`src/rtl/bus_split_pkg.sv`:
```
// bus_split_pkg: bus-format width helpers, field positions, FSM state
// encoding and the default error read data shared by the bus splitter files.
package bus_split_pkg;

  typedef enum logic [1:0] {
    ST_IDLE = 2'd0,
    ST_BUSY = 2'd1,
    ST_ERR  = 2'd2
  } state_e;

  localparam logic [31:0] DEFAULT_ERR_DATA = 32'hDEADBEEF;

  // Request bus is packed as {valid, addr, wdata, wstrb}
  function automatic int req_width(input int addr_w, input int data_w);
    return 1 + addr_w + data_w + data_w / 8;
  endfunction

  // Response bus is packed as {rdata, ready}
  function automatic int resp_width(input int data_w);
    return data_w + 1;
  endfunction

  // Bit position of the valid flag inside a request
  function automatic int req_valid_pos(input int addr_w, input int data_w);
    return req_width(addr_w, data_w) - 1;
  endfunction

  // LSB of the address field inside a request (above wdata and wstrb)
  function automatic int req_addr_lsb(input int data_w);
    return data_w + data_w / 8;
  endfunction

endpackage

```
`src/rtl/bus_split_wdog.sv`:
```
// bus_split_wdog: transaction timeout counter. Cleared when a transaction
// starts, counts every busy cycle without a slave response, and flags expiry
// in the cycle whose increment would reach TIMEOUT (unless the slave answers
// in that same cycle).
module bus_split_wdog #(
  parameter int TIMEOUT = 255
) (
  input  logic clk,
  input  logic rst,
  input  logic start,
  input  logic busy,
  input  logic done,
  output logic expired
);

  localparam int CNT_W = $clog2(TIMEOUT + 1);

  logic [CNT_W-1:0] cnt_r;

  // Count busy cycles that did not see the slave answer
  always_ff @(posedge clk or negedge rst) begin
    if (!rst) begin
      cnt_r <= '0;
    end else if (start) begin
      cnt_r <= '0;
    end else if (busy && !done) begin
      cnt_r <= cnt_r + CNT_W'(1);
    end else begin
      cnt_r <= cnt_r;
    end
  end

  assign expired = busy && !done && (cnt_r == CNT_W'(TIMEOUT - 1));

endmodule

```
`src/rtl/bus_split_pipe.sv`:
```
// bus_split_pipe: registered one-master to N-slave address splitter.
// The request is captured in IDLE, presented to the selected slave while
// BUSY, and the slave response is passed straight back to the master.
// Unmapped selects get a one-cycle ERR_DATA response with an err pulse.
// Optional feature: define BUS_SPLIT_WATCHDOG_EN to abort BUSY after TIMEOUT
// cycles without a slave response.
module bus_split_pipe
  import bus_split_pkg::*;
#(
  parameter int N_SLAVES = 2,
  parameter int P_SLAVES = 31,
  parameter int SEL_W = (N_SLAVES > 1) ? $clog2(N_SLAVES) : 1,
  parameter int ADDR_W = 32,
  parameter int DATA_W = 32,
  parameter int TIMEOUT = 255,
  parameter logic [DATA_W-1:0] ERR_DATA = DATA_W'(DEFAULT_ERR_DATA),
  localparam int REQ_W = req_width(ADDR_W, DATA_W),
  localparam int RESP_W = resp_width(DATA_W)
) (
  input  logic                       clk,
  input  logic                       rst,
  input  logic [REQ_W-1:0]           m_req,
  output logic [RESP_W-1:0]          m_resp,
  output logic [N_SLAVES*REQ_W-1:0]  s_req,
  input  logic [N_SLAVES*RESP_W-1:0] s_resp,
  output logic                       err,
  output logic [7:0]                 err_cnt
);

  localparam int VALID_POS = req_valid_pos(ADDR_W, DATA_W);
  localparam int ADDR_LSB  = req_addr_lsb(DATA_W);

  state_e            state_r;
  state_e            state_nxt_s;
  logic [REQ_W-1:0]  req_r;
  logic [SEL_W-1:0]  sel_r;
  logic [7:0]        err_cnt_r;
  logic              m_valid_s;
  logic [SEL_W-1:0]  m_sel_s;
  logic              mapped_s;
  logic [RESP_W-1:0] sel_resp_s;
  logic              slave_ready_s;
  logic              expired_s;

  assign m_valid_s = m_req[VALID_POS];
  assign m_sel_s   = m_req[ADDR_LSB + P_SLAVES -: SEL_W];
  assign mapped_s  = (32'(m_sel_s) < 32'(N_SLAVES));

  // Pick the response slice of the slave that owns the current transaction
  always_comb begin
    sel_resp_s = '0;
    for (int k = 0; k < N_SLAVES; k++) begin
      sel_resp_s = (sel_r == SEL_W'(k)) ? s_resp[k*RESP_W +: RESP_W] : sel_resp_s;
    end
  end

  // Ready only counts from the selected slave while a transaction is open
  assign slave_ready_s = (state_r == ST_BUSY) && sel_resp_s[0];

`ifdef BUS_SPLIT_WATCHDOG_EN
  logic start_s;
  logic busy_s;

  assign start_s = (state_r == ST_IDLE) && m_valid_s && mapped_s;
  assign busy_s  = (state_r == ST_BUSY);

  bus_split_wdog #(
    .TIMEOUT (TIMEOUT)
  ) u_wdog (
    .clk     (clk),
    .rst     (rst),
    .start   (start_s),
    .busy    (busy_s),
    .done    (sel_resp_s[0]),
    .expired (expired_s)
  );
`else
  assign expired_s = 1'b0;
`endif

  // Only the owning slave sees the registered request; all others see zero
  for (genvar k = 0; k < N_SLAVES; k++) begin : g_slave
    assign s_req[k*REQ_W +: REQ_W] =
      ((state_r == ST_BUSY) && (sel_r == SEL_W'(k))) ? req_r : '0;
  end

  // Next-state decision for the transaction FSM
  always_comb begin
    state_nxt_s = state_r;
    case (state_r)
      ST_IDLE: begin
        if (m_valid_s) begin
          state_nxt_s = mapped_s ? ST_BUSY : ST_ERR;
        end else begin
          state_nxt_s = ST_IDLE;
        end
      end
      ST_BUSY: begin
        if (slave_ready_s) begin
          state_nxt_s = ST_IDLE;
        end else if (expired_s) begin
          state_nxt_s = ST_ERR;
        end else begin
          state_nxt_s = ST_BUSY;
        end
      end
      ST_ERR:  state_nxt_s = ST_IDLE;
      default: state_nxt_s = ST_IDLE;
    endcase
  end

  // Master response: slave pass-through while BUSY, fixed error word in ERR
  always_comb begin
    m_resp = '0;
    case (state_r)
      ST_BUSY: m_resp = sel_resp_s;
      ST_ERR:  m_resp = {ERR_DATA, 1'b1};
      default: m_resp = '0;
    endcase
  end

  assign err     = (state_r == ST_ERR);
  assign err_cnt = err_cnt_r;

  // FSM state register
  always_ff @(posedge clk or negedge rst) begin
    if (!rst) begin
      state_r <= ST_IDLE;
    end else begin
      state_r <= state_nxt_s;
    end
  end

  // Capture the request on acceptance; drop its valid when the slave finishes
  always_ff @(posedge clk or negedge rst) begin
    if (!rst) begin
      req_r <= '0;
      sel_r <= '0;
    end else if ((state_r == ST_IDLE) && m_valid_s && mapped_s) begin
      req_r <= m_req;
      sel_r <= m_sel_s;
    end else if (slave_ready_s || expired_s) begin
      req_r[VALID_POS] <= 1'b0;
    end else begin
      req_r <= req_r;
      sel_r <= sel_r;
    end
  end

  // Saturating error counter, bumped on entry to ERR
  always_ff @(posedge clk or negedge rst) begin
    if (!rst) begin
      err_cnt_r <= 8'd0;
    end else if ((state_nxt_s == ST_ERR) && (err_cnt_r != 8'hFF)) begin
      err_cnt_r <= err_cnt_r + 8'd1;
    end else begin
      err_cnt_r <= err_cnt_r;
    end
  end

endmodule
```
`config.mk`:
```
export PLATFORM = sky130hd
export DESIGN_NAME = bus_split_pipe
export DESIGN_NICKNAME = d
export VERILOG_FILES = /design/src/rtl/bus_split_pkg.sv /design/src/rtl/bus_split_wdog.sv /design/src/rtl/bus_split_pipe.sv
export SDC_FILE = /design/constraint.sdc
export NUM_CORES = 1
export LEC_CHECK = 0
export BUFFER_PORTS_ARGS = -buffer_cell sky130_fd_sc_hd__clkbuf_2
export CELL_PAD_IN_SITES_DETAIL_PLACEMENT = 1
export CELL_PAD_IN_SITES_GLOBAL_PLACEMENT = 1
export CORE_MARGIN = 2
export CORE_UTILIZATION = 25
export CTS_CLUSTER_DIAMETER = 40
export DETAILED_ROUTE_END_ITERATION = 10
export PLACE_DENSITY_LB_ADDON = 0.1
export SLEW_MARGIN = 10
export SYNTH_ARGS = -nofsm -noshare
export SYNTH_HDL_FRONTEND = slang
export SYNTH_SLANG_ARGS = --single-unit
```
`constraint.sdc`:
```
create_clock -name clk -period 1.35 [get_ports clk]
set_clock_uncertainty 0.05 [all_clocks]
set_input_delay 0.3375 -clock clk [delete_from_list [all_inputs] [get_ports clk]]
set_output_delay 0.3375 -clock clk [all_outputs]
set_load 0.05 [all_outputs]
```
After elaboration in Yosys (flattened, before gate mapping). Cells that the tools add are included.

Register bits after elaboration: 80. Logic and storage cells: 27.

Add/sub/neg operators: 1. Equal/unequal tests: 4. Mux-type cells: 9. Bitwise operators: 1. Reductions and logical operators: 7.

Operators by type and width (count): two-way mux 69 bit (3); case mux 33 bit (2 select lines) (1); two-way mux 33 bit (1); adder 8 x 1 -> 8 bit (second input constant) (1); != test 8 bit (second input constant) (1); logical AND 1 bit (5); == test 2 bit (second input constant) (2); two-way mux 1 bit (3); == test 2 x 1 -> 1 bit (second input constant) (1); zero test 2 bit (1); case mux 1 bit (2 select lines) (1); nonzero test 2 bit (1); NOT 1 bit (1).

Logic depth before layout (Yosys ltp).
Depth after elaboration: 6. Gate-level depth with buffers: 5. Gate-level depth less buffers: 2.

Worst setup path after synthesis. OpenSTA, ideal clock, no wires.

Path kind: register to output. From: register, netlist name req_r[67]. To: output port s_req[68]. Data arrival time: 1926 ps. Required time: 962 ps. Slack: -964 ps. Stages on the path, launching flop included: 5. Buffers on the path: 3. Cells stage by stage: dfrtp_1 -> buf_2 -> buf_2 -> clkbuf_1 -> nor3_1.

RTL lines: end: declaration (RTL line bus_split_pipe.sv:24) `output logic [N_SLAVES*REQ_W-1:0] s_req,`.

==> impl_metrics.py <==
metrics = {
    "grt": {
        "grt_first_pass_wirelength_mm": 28.9,
        "grt_overflow": 0,
        "grt_antenna_before_repair": 0,
        "grt_usage_pct": 21.1,
        "grt_pass1_vias": 4998,
        "grt_start_max_net_pins": 71,
    },
    "final_layout": {
        "fin_area_um2": 10600,
        "most_frequent_cells_in_the_layout": "clkbuf_2 (135), buf_12 (76), and2_4 (69)",
        "antenna_cells_inserted": 0,
        "syn2layout_area_growth_pct": 153,
        "post-route-util_pct": 64.2,
        "most_common_cell_after_layout_fill_and_taps_aside": "clkbuf_2",
        "instances_no_fill": 975,
        "drive_above_1_share_pct": 88.3,
        "final_nets": 887,
    },
    "clocking": {
        "clock-root-buffer": "clkbuf_16",
        "cts_inserted_buffers": 9,
        "ctsLongestPathBuffers": 2,
        "clock_pin_slew_of_the_registers_on_the_worst_case_setup_and_hold_paths_ns": 0.06,
        "clk-insertion-delay-late_ns": 0.33,
        "clkSinkCount": 70,
        "clock_tree.htree_level_count": 3,
        "tritoncts": "built",
    },
    "synth": {
        "post_synth_num_cell_types": 21,
        "synth_cells": 397,
        "synth.yosys.seq_area_share_pct": 41.7,
        "synth_area_leader_cell": "dfrtp_1",
        "syn_area_um2": 4200,
        "netlist_top_cells_area": "dfrtp_1 (42%), mux2_2 (16%), and2_1 (10%)",
        "synth-seq-cells": 70,
        "synth_top_area_share_pct": 41.7,
        "yosysWarnings": 0,
        "post_synth.cell_area_avg_um2": 10.6,
    },
    "placed_design": {
        "detailed_placer_s_ending_hpwl_mm": 12.5,
        "setup_ws_pre_cts_ns": -0.463,
        "placement.io_buffers": 306,
        "finalWeightedCongestion": 0.777,
        "placedInstanceArea_um2": 7620,
        "numPlacedInstances": 913,
    },
    "floorplanning": {
        "top_level_ports": 317,
        "die_area_um2": 17800,
        "placement_rows": 47,
        "placeableCoreArea_um2": 16500,
        "floorplan.initialDensity_pct": 25.4,
        "horizontal_die_dimension_um": 134,
        "floorplan.die.height_um": 134,
    },
    "min_path": {
        "min_delay_path_depth": 2,
        "min_path_type": "input pin to register",
    },
    "sta": {
        "hold_ws_ns": 0.181,
        "final_critical_path_setup_slack_ns": -0.757,
        "timing.setup.tns_ns": -137.85,
        "timing.final.crit_share_pct": 156,
        "report.final.slew_viol_count": 0,
        "min_period_ns": 2.11,
        "hold_viol_final": 0,
        "final_setup_violation_count": 240,
        "grt_setup_unrepaired": "true",
        "clock.fmax_mhz": 475,
    },
    "power": {
        "seq_power_share_pct": 14.0,
        "total_power_mw": 29.4,
        "switching_fraction_pct": 45.7,
        "max-vdd-ir-drop_mv": 1.18,
        "leakage_nw": 4.87,
        "comb_power_share_pct": 78.4,
        "power_report.internal_total_mw": 15.9,
        "powerDensity_nw_per_um2": 2770,
        "switchingPower_mw": 13.4,
        "share_clk_of_total_power_pct": 7.7,
    },
    "worst_setup_path": {
        "cp_cell_instances": "buf_4 > buf_16 > buf_12 > and3_2 > clkbuf_8",
        "worst_setup_path_start_kind": "register",
        "worst-path-buf-inv": 4,
        "cp-end-kind": "output port",
        "cp_top_family": "buffers and inverters",
        "worst_ep_arrival_time_ns": 1.72,
        "critPathRequiredTime_ns": 0.96,
        "worstPathMaxFanout": 10,
        "timing.reg2reg.setup_slack_ns": -0.44,
        "crit_type": "register to output port",
        "critical_path_cell_count": 5,
        "worst_path_largest_cell_delay_ns": 0.53,
        "critical_path.slowest_cell": "dfrtp_4",
        "r2r.worst_path.cells": 7,
    },
    "route": {
        "routed_wire_length_per_instance_um": 23.3,
        "detail_route.wirelength_mm": 22.7,
        "drt_drc_violations_left": 0,
        "routed_via_density": 4.69,
        "drtPass1Iterations": 4,
        "drt_iter0_markers": 112,
        "routed-via-count": 4577,
        "antenna_left": 0,
    },
    "outcome": {
        "outcome": "finished, violations left",
        "violations_in_the_final_reports": "setup timing",
    },
    "job": {
        "cap_viol_max_count": 0,
    },
}
-- layer usage --
layer,vias up,GRT usage (%),part of all wire (%)
li1,2043,-,-
met1,2307,21.8,35
met2,208,40.1,56
met3,19,7.46,7.3
met4,0,6.03,1.6
met5,-,0,0
-- path summary, 6_finish.rpt --
path / to / from
setup / recovery: s_req[107] / req_r[67]
hold / removal: req_r[50] / m_req[50]
setup reg to reg: req_r[10] / state_r[0]
hold reg to reg: req_r[43] / req_r[43]
max in group asynchronous: req_r[67] / rst
min in group asynchronous: req_r[8] / rst
-- worst reg2reg max path, stage by stage (launching register included) --
cell and delay (ns):
dfrtp_2 0.46, buf_6 0.16, buf_6 0.11, nor2b_4 0.15, buf_12 0.17, buf_12 0.11, buf_16 0.12, mux2_2 0.35
-- logic make-up after synthesis --
kind of cell	after synthesis	share of synthesized area (%)
DFF	70	41.7
and+or+nand+nor	172	23.9
AOI/OAI and AO/OA	3	0.477
other	1	0.0894
buffers and inverters	50	6.86
muxes	101	27.0
-- flip-flops by register name (all words and copies together), names as in the netlist --
register  flops
req_r        69
state_r       1
-- power by group through the flow --
stage / sequential, mW / clock [mW] / combinational (mW)
2_1_floorplan: 3.66 / 0 / 11.9
3_3_place_gp: 3.91 / 0 / 16.4
3_5_place_dp: 4.00 / 0 / 16.6
4_1_cts: 3.97 / 2.30 / 20.0
5_1_grt: 4.21 / 2.39 / 23.8
6_report: 4.10 / 2.25 / 23.0
-- cell type report --
| cell class | count | area [um2] |
|---|---|---|
| multi-input cells | 286 | 3390 |
| clock inverters | 1 | 5.00 |
| inverters | 2 | 8.76 |
| repair buffers | 381 | 4900 |
| flip-flops and latches | 70 | 1760 |
| clock buffers | 15 | 268 |
| well taps | 220 | 275 |
| fillers | 1561 | 5910 |
-- synth_stat cells, drive strengths merged --
master,instances
clkinv,1
nor2b,2
inv,1
dfrtp,70
o21bai,2
clkbuf,23
and3,68
nor3,1
and2,69
mux2,69
conb,1
mux2i,32
buf,25
nor2,32
o21ai,1
-- what timing repair did --
item / 4_1_cts / 5_1_grt
pin swaps: 17 / 6
endpoints found under the hold margin: 70 / 0
setup buffers: 7 / 21
gates resized for setup: 290 / 187
gates cloned: 4 / 20
hold buffers: 1 / 0
endpoints found under the setup margin: 240 / 240
(Power assumes the default switching activity.)
